File: src/rtl/decode_cycle.sv
// RV32I decode stage: control decode, 32x32 regfile, immediate extend, D/E register (REGFILE_BYPASS_EN forwards same-cycle writeback).
// Latency: 1 cycle InstrD -> *_E outputs.
// Backpressure: none; captures every cycle, FlushE turns the captured slot into a bubble.
module decode_cycle (
    input  logic        clk,
    input  logic        rst,
    input  logic [31:0] InstrD,
    input  logic [31:0] PCD,
    input  logic [31:0] PCPlus4D,
    input  logic        RegWriteW,
    input  logic [4:0]  RDW,
    input  logic [31:0] ResultW,
    input  logic        FlushE,
    output logic        RegWriteE,
    output logic        MemWriteE,
    output logic        ALUSrcE,
    output logic        ResultSrcE,
    output logic        BranchE,
    output logic [2:0]  ALUControlE,
    output logic [31:0] RD1_E,
    output logic [31:0] RD2_E,
    output logic [31:0] Imm_Ext_E,
    output logic [4:0]  RD_E,
    output logic [4:0]  RS1_E,
    output logic [4:0]  RS2_E,
    output logic [31:0] PCE,
    output logic [31:0] PCPlus4E
);
    typedef struct packed {
        logic        reg_write;
        logic        mem_write;
        logic        alu_src;
        logic        result_src;
        logic        branch;
        logic [2:0]  alu_ctrl;
        logic [31:0] rd1;
        logic [31:0] rd2;
        logic [31:0] imm;
        logic [4:0]  rd;
        logic [4:0]  rs1;
        logic [4:0]  rs2;
        logic [31:0] pc;
        logic [31:0] pc_plus4;
    } de_t;

    localparam logic [6:0] OP_LW   = 7'b0000011;
    localparam logic [6:0] OP_SW   = 7'b0100011;
    localparam logic [6:0] OP_R    = 7'b0110011;
    localparam logic [6:0] OP_IALU = 7'b0010011;
    localparam logic [6:0] OP_BEQ  = 7'b1100011;

    logic [6:0] opcode;
    logic [4:0] rd, rs1, rs2;
    logic [2:0] funct3;
    logic       funct7b5;

    assign opcode   = InstrD[6:0];
    assign rd       = InstrD[11:7];
    assign funct3   = InstrD[14:12];
    assign rs1      = InstrD[19:15];
    assign rs2      = InstrD[24:20];
    assign funct7b5 = InstrD[30];

    logic       reg_write, alu_src, mem_write, result_src, branch;
    logic [1:0] imm_src, alu_op;
    logic [2:0] alu_ctrl;
    logic [31:0] imm_ext, rd1, rd2;

    always_comb begin
        reg_write  = 1'b0;
        imm_src    = 2'b00;
        alu_src    = 1'b0;
        mem_write  = 1'b0;
        result_src = 1'b0;
        branch     = 1'b0;
        alu_op     = 2'b00;
        case (opcode)
            OP_LW:   begin reg_write = 1'b1; alu_src = 1'b1; result_src = 1'b1; end
            OP_SW:   begin imm_src = 2'b01; alu_src = 1'b1; mem_write = 1'b1; end
            OP_R:    begin reg_write = 1'b1; alu_op = 2'b10; end
            OP_IALU: begin reg_write = 1'b1; alu_src = 1'b1; alu_op = 2'b10; end
            OP_BEQ:  begin imm_src = 2'b10; branch = 1'b1; alu_op = 2'b01; end
            default: ;
        endcase
    end

    always_comb begin
        alu_ctrl = 3'b000;
        case (alu_op)
            2'b01: alu_ctrl = 3'b001;
            2'b10: begin
                case (funct3)
                    // opcode[5] separates R-type sub from I-type addi with imm bit 10 set
                    3'b000:  alu_ctrl = (opcode[5] & funct7b5) ? 3'b001 : 3'b000;
                    3'b010:  alu_ctrl = 3'b101;
                    3'b110:  alu_ctrl = 3'b011;
                    3'b111:  alu_ctrl = 3'b010;
                    default: alu_ctrl = 3'b000;
                endcase
            end
            default: alu_ctrl = 3'b000;
        endcase
    end

    always_comb begin
        imm_ext = {{20{InstrD[31]}}, InstrD[31:20]};
        case (imm_src)
            2'b01:   imm_ext = {{20{InstrD[31]}}, InstrD[31:25], InstrD[11:7]};
            2'b10:   imm_ext = {{20{InstrD[31]}}, InstrD[7], InstrD[30:25], InstrD[11:8], 1'b0};
            default: imm_ext = {{20{InstrD[31]}}, InstrD[31:20]};
        endcase
    end

    logic [31:0] rf_q [32];
    logic        wb_en;

    assign wb_en = RegWriteW && (RDW != 5'd0);

    always_ff @(posedge clk or negedge rst) begin
        if (!rst) begin
            for (int i = 0; i < 32; i++) rf_q[i] <= '0;
        end else if (wb_en) begin
            rf_q[RDW] <= ResultW;
        end
    end

`ifdef REGFILE_BYPASS_EN
    assign rd1 = (rs1 == 5'd0) ? '0 : ((wb_en && RDW == rs1) ? ResultW : rf_q[rs1]);
    assign rd2 = (rs2 == 5'd0) ? '0 : ((wb_en && RDW == rs2) ? ResultW : rf_q[rs2]);
`else
    assign rd1 = (rs1 == 5'd0) ? '0 : rf_q[rs1];
    assign rd2 = (rs2 == 5'd0) ? '0 : rf_q[rs2];
`endif

    de_t de_d, de_q;

    always_comb begin
        de_d.reg_write  = reg_write & ~FlushE;
        de_d.mem_write  = mem_write & ~FlushE;
        de_d.alu_src    = alu_src;
        de_d.result_src = result_src & ~FlushE;
        de_d.branch     = branch & ~FlushE;
        de_d.alu_ctrl   = alu_ctrl;
        de_d.rd1        = rd1;
        de_d.rd2        = rd2;
        de_d.imm        = imm_ext;
        de_d.rd         = FlushE ? 5'd0 : rd;
        de_d.rs1        = rs1;
        de_d.rs2        = rs2;
        de_d.pc         = PCD;
        de_d.pc_plus4   = PCPlus4D;
    end

    always_ff @(posedge clk or negedge rst) begin
        if (!rst) de_q <= '0;
        else      de_q <= de_d;
    end

    assign RegWriteE   = de_q.reg_write;
    assign MemWriteE   = de_q.mem_write;
    assign ALUSrcE     = de_q.alu_src;
    assign ResultSrcE  = de_q.result_src;
    assign BranchE     = de_q.branch;
    assign ALUControlE = de_q.alu_ctrl;
    assign RD1_E       = de_q.rd1;
    assign RD2_E       = de_q.rd2;
    assign Imm_Ext_E   = de_q.imm;
    assign RD_E        = de_q.rd;
    assign RS1_E       = de_q.rs1;
    assign RS2_E       = de_q.rs2;
    assign PCE         = de_q.pc;
    assign PCPlus4E    = de_q.pc_plus4;
endmodule

File: config.mk
export PLATFORM = sky130hd
export DESIGN_NAME = decode_cycle
export DESIGN_NICKNAME = d
export VERILOG_FILES = /design/src/rtl/decode_cycle.sv
export SDC_FILE = /design/constraint.sdc
export NUM_CORES = 2
export LEC_CHECK = 0
export CORE_UTILIZATION = 60
export CTS_CLUSTER_DIAMETER = 60
export CTS_CLUSTER_SIZE = 20
export DETAILED_ROUTE_END_ITERATION = 16
export HOLD_SLACK_MARGIN = 0.02
export PLACE_DENSITY = 0.8
export SLEW_MARGIN = 20
export SYNTH_ARGS = -nofsm -noshare
export SYNTH_HDL_FRONTEND = slang
export SYNTH_SLANG_ARGS = --single-unit
File: constraint.sdc
create_clock -name clk -period 1.9 [get_ports clk]
set_input_delay 0.285 -clock clk [delete_from_list [all_inputs] [get_ports clk]]
set_output_delay 0.285 -clock clk [all_outputs]
set_load 0.01 [all_outputs]
### Word level (Yosys, flattened, before mapping)

Index checks and enable logic that the tools add are counted.

| cells by class | value |
|---|---|
| magnitude comparators | 4 |
| equality and inequality tests | 12 |
| muxes and demuxes | 23 |
| bitwise gates (word level) | 9 |
| reduce and logical (&&, ||, !) cells | 9 |

Operators by type and width:

| operator | count |
|---|---|
| $bwmux 1024 | 1 |
| $bmux 32 s5 | 2 |
| $mux 32 | 7 |
| $demux 32 s5 | 1 |
| $pmux 12 s2 | 1 |
| $ge 6x6->1 const B | 3 |
| $not 5->6 | 3 |
| $eq 7x6->1 const B | 2 |
| $pmux 3 s4 | 1 |
| $logic_not 5->1 | 2 |
| $pmux 2 s2 | 2 |
| $eq 7x2->1 const B | 1 |
| $eq 7x5->1 const B | 1 |
| $eq 7x7->1 const B | 1 |
| $eq 3x3->1 const B | 2 |
| $lt 6x1->1 const B | 1 |
| $mux 1 | 6 |
| $pmux 3 s2 | 1 |
| $reduce_or 3->1 | 2 |
| $and 1x1->1 | 5 |
| $mux 5 | 1 |
| $reduce_bool 5->1 | 1 |
| $eq 2x1->1 const B | 2 |
| $eq 2x2->1 const B | 2 |
| other kinds (5) | 6 |

| storage, ports and cells | value |
|---|---|
| register bits after elaboration | 1,188 |
| input bits | 137 |
| word-level logic and storage cells | 103 |

### Depth between registers and ports, before layout

| depth | value |
|---|---|
| depth after elaboration | 6 |
| depth in mapped cells | 9 |

### Worst setup path before layout

No wires, ideal clock.

| timing | value |
|---|---|
| path type | input port to flip-flop |
| from | input InstrD[15] |
| to | register de_q (netlist bit RD1_E[11]) |
| arrival time | 1.955 ns |
| required time | 1.780 ns |
| path slack | -0.176 ns |
| cell stages on the path | 6 |
| buffers on the path | 3 |
| path through | buf_2 -> buf_4 -> buf_2 -> mux4_2 -> mux2_2 -> o211a_1 |

RTL lines:

| element | RTL line | source |
|---|---|---|
| start: declaration | 7 | `input logic [31:0] InstrD,` |
| end signal: assignment | 155 | `if (!rst) de_q <= '0;` |
| end signal: assignment | 156 | `else de_q <= de_d;` |
| end: declaration | 135 | `de_t de_d, de_q;` |

==> metrics <==
# Max-Cap Violations 0; final hold violations 0; Least-Margin Pin Slew approximately 0.70 ns; # setup viols final 4; final worst path period share 101%; Synth cell types 44; CTS H-tree lvls 3; total power 70.7 mW; drt first pass iters 5; CTS sink cnt 1,188; Final min period roughly 1.9 ns; routed length per placed instance ~32 um; layout cells sized above 1 a little over half; DP Wirelength 121 mm; failing checks setup timing; initial antenna violation count 4; I/O pin cnt 320; Antenna diodes 0; CTS tree yes; Max Slew Vio Count 0; register area share after synthesis 50.8%; fin worst setup slack -0.0104 ns; fmax 523 MHz; synth-to-layout area growth 22.7%; Via Count 39,700; Worst slew margin 52.9%; Detailed Route Iter0 Violations ~4,400; largest net degree at the start of global routing between 100 and 150; leading cell type in the layout, fill and taps excluded dfrtp_1; status complete, but fails checks; FF+latch count, synth 1,188; Die ar. 98,800 sq um; crit path max fanout 3; unrepaired setup endpoints after global routing yes; drt via density 6.95; Worst Hold Class in2reg; WL final 182 mm; cell-internal power 50.5 mW; synthesized cell area 58,500 sq um; Post-synth EDFFs 0; Sw Ratio 28.5%; Startpoint Class flip-flop; Post-Syn Area per Cell 15.7 sq um; skew final 0.0361 ns; GRT overflow 0; worst path required time 2.49 ns; GRT Util Overall 37.6%; Logic pwr share between 20 and 25%; I/O Buffers roughly 320; most frequent cells in the layout dfrtp_1 (1,185), mux2_2 (1,026), mux4_2 (473), buf_4 (446), clkdlybuf4s50_1 (237); Die Span X around 310 um; Synth Warn # 0; placer congestion estimate 0.914; CTS root buf clkbuf_16; asr flop ratio synth between 90% and 100%; Worst EP arrival between 2 and 3 ns; Main synth FF type dfrtp_1; vias in the first global route ~42,000; peak supply drop 0.000890 V; cells after synthesis 3,732; Max clock buf depth 3; antenna-violating nets left 0; total CTS buffers 99; Critical Path End Type flip-flop; CP Class reg2reg; Seq pwr share 46.9%; first-pass GRT wire length 272 mm; pwr dens 985 nW/um^2; layout net count 4,494; Clock power frac 31.2%; Final Util 74.2%; Initial Util 60.5%; Post-Syn Nets 3,873; row count approximately 110; Die H approximately 310 um; Remaining DRCs 0; Worst-Skew Late Latency 0.70 ns; net switching power 20.2 mW; Leakage between 30 and 40 nW; Placeable Area 96,700 sq um; Reg clk slew, reported paths 0.07 ns
[worst paths after layout]
check                          start         end  slack [ns]  depth (start not counted)
max reg2reg                rf_q[540]   RD1_E[28]       -0.01                          5
max in group asynchronous        rst  rf_q[1022]        0.84                          4
min in group asynchronous        rst   rf_q[489]        0.06                          2
min reg2reg                rf_q[996]   rf_q[996]        0.40                          0
min                           PCD[4]      PCE[4]        0.03                          1
max                        rf_q[540]   RD1_E[28]       -0.01                          5
[synth_stat cells (all sizes together) (5+ instances only)]
cell type  instances  area [sq um]
o21ai             13          65.1
nand2             34           128
dfrtp           1188         29700
clkbuf           235           882
nand3b             5          37.5
a21oi             13          65.1
o22ai             78           488
a22o              48           420
o221ai            25           219
mux4             473         10700
nor4               8          56.3
nand3              6          30.0
nor3              57           285
a22oi             19           143
mux2i            153          1530
nor2              25          93.8
mux2            1026         11600
nand2b             7          43.8
a211oi            35           263
a2111oi           25           219
buf              196          1130
nor2b             18           113
[metal layers]
metal | vias to the layer above | global-route usage (%) | share of wire, %
li1 | 15700 | - | -
met2 | 2323 | 58.1 | 47
met1 | 21100 | 50.7 | 37
met3 | 567 | 9.07 | 10
met5 | - | 0 | 0.0071
met4 | 2 | 17.9 | 5.3
[what timing repair did]
item | CTS | global route
cloned | 0 | 0
setup endpoints to repair | 75 | 39
endpoints found under the hold margin | 851 | 0
gates resized for setup | 85 | 46
pin swaps | 2 | 11
hold buffers | 59 | 0
setup buffers | 5 | 8
[power by group through the flow]
stage / Clock [mW] / Sequential, mW / Combinational (mW)
2_1_floorplan: 0 / 32.3 / 9.78
6_report: 22.0 / 33.2 / 15.5
5_1_grt: 23.2 / 33.6 / 16.3
4_1_cts: 22.2 / 33.0 / 15.2
3_3_place_gp: 0 / 33.1 / 14.5
3_5_place_dp: 0 / 33.4 / 15.0
[registers in the layout, indices dropped and copies added, names as in the netlist]
signal       count
MemWriteE        1
RS2_E            5
RS1_E            5
ALUControlE      3
PCE             32
ALUSrcE          1
RD2_E           32
RD_E             5
PCPlus4E        32
BranchE          1
rf_q          1024
Imm_Ext_E       13
RegWriteE        1
RD1_E           32
ResultSrcE       1
[cells by family (layout without fill, tap and decap cells)]
| group | after synthesis | in the layout | synth area share (%) |
|---|---|---|---|
| AO/OA/AOI/OAI | 272 | 272 | 3.46 |
| adder cells (fa/ha/maj) | 4 | 4 | 0.0856 |
| buffers and inverters | 435 | 1136 | 3.46 |
| flip-flops | 1188 | 1188 | 50.8 |
| multiplexers | 1652 | 1652 | 40.6 |
| AND/OR/NAND/NOR | 181 | 181 | 1.60 |
[area by class of cell]
class | count | area, sq um
clock buffer | 106 | 2560
clock inverter | 75 | 901
fill | 5861 | 24900
inverter | 4 | 15.0
multi-input combinational | 2109 | 27300
sequential | 1188 | 29700
tap | 1276 | 1600
timing repair buffer | 951 | 9660
[worst max-delay path: stages (launching register included)]
cell and delay (ns):
dfrtp_1 0.41, mux4_2 0.50, a22o_1 0.28, a2111oi_2 0.33
nor3_1 0.12, buf_4 0.16
[stage by stage]
stage	area, sq um	TNS (ns)	cells	worst slack, ns	hold slack, ns
finish	71800	-0.0304	5709	-0.0104	0.0306
floorplan	58700	-0.741	3732	-0.0242	-0.0106
global route	71800	-0.0996	5709	-0.0283	0.0452
global placement	67400	-376.65	5463	-0.795	0.165
detailed placement	67400	-374.76	5463	-0.729	0.165
CTS	71500	0	5705	0.000208	0.0211
Power figures use the tool's default switching activity.
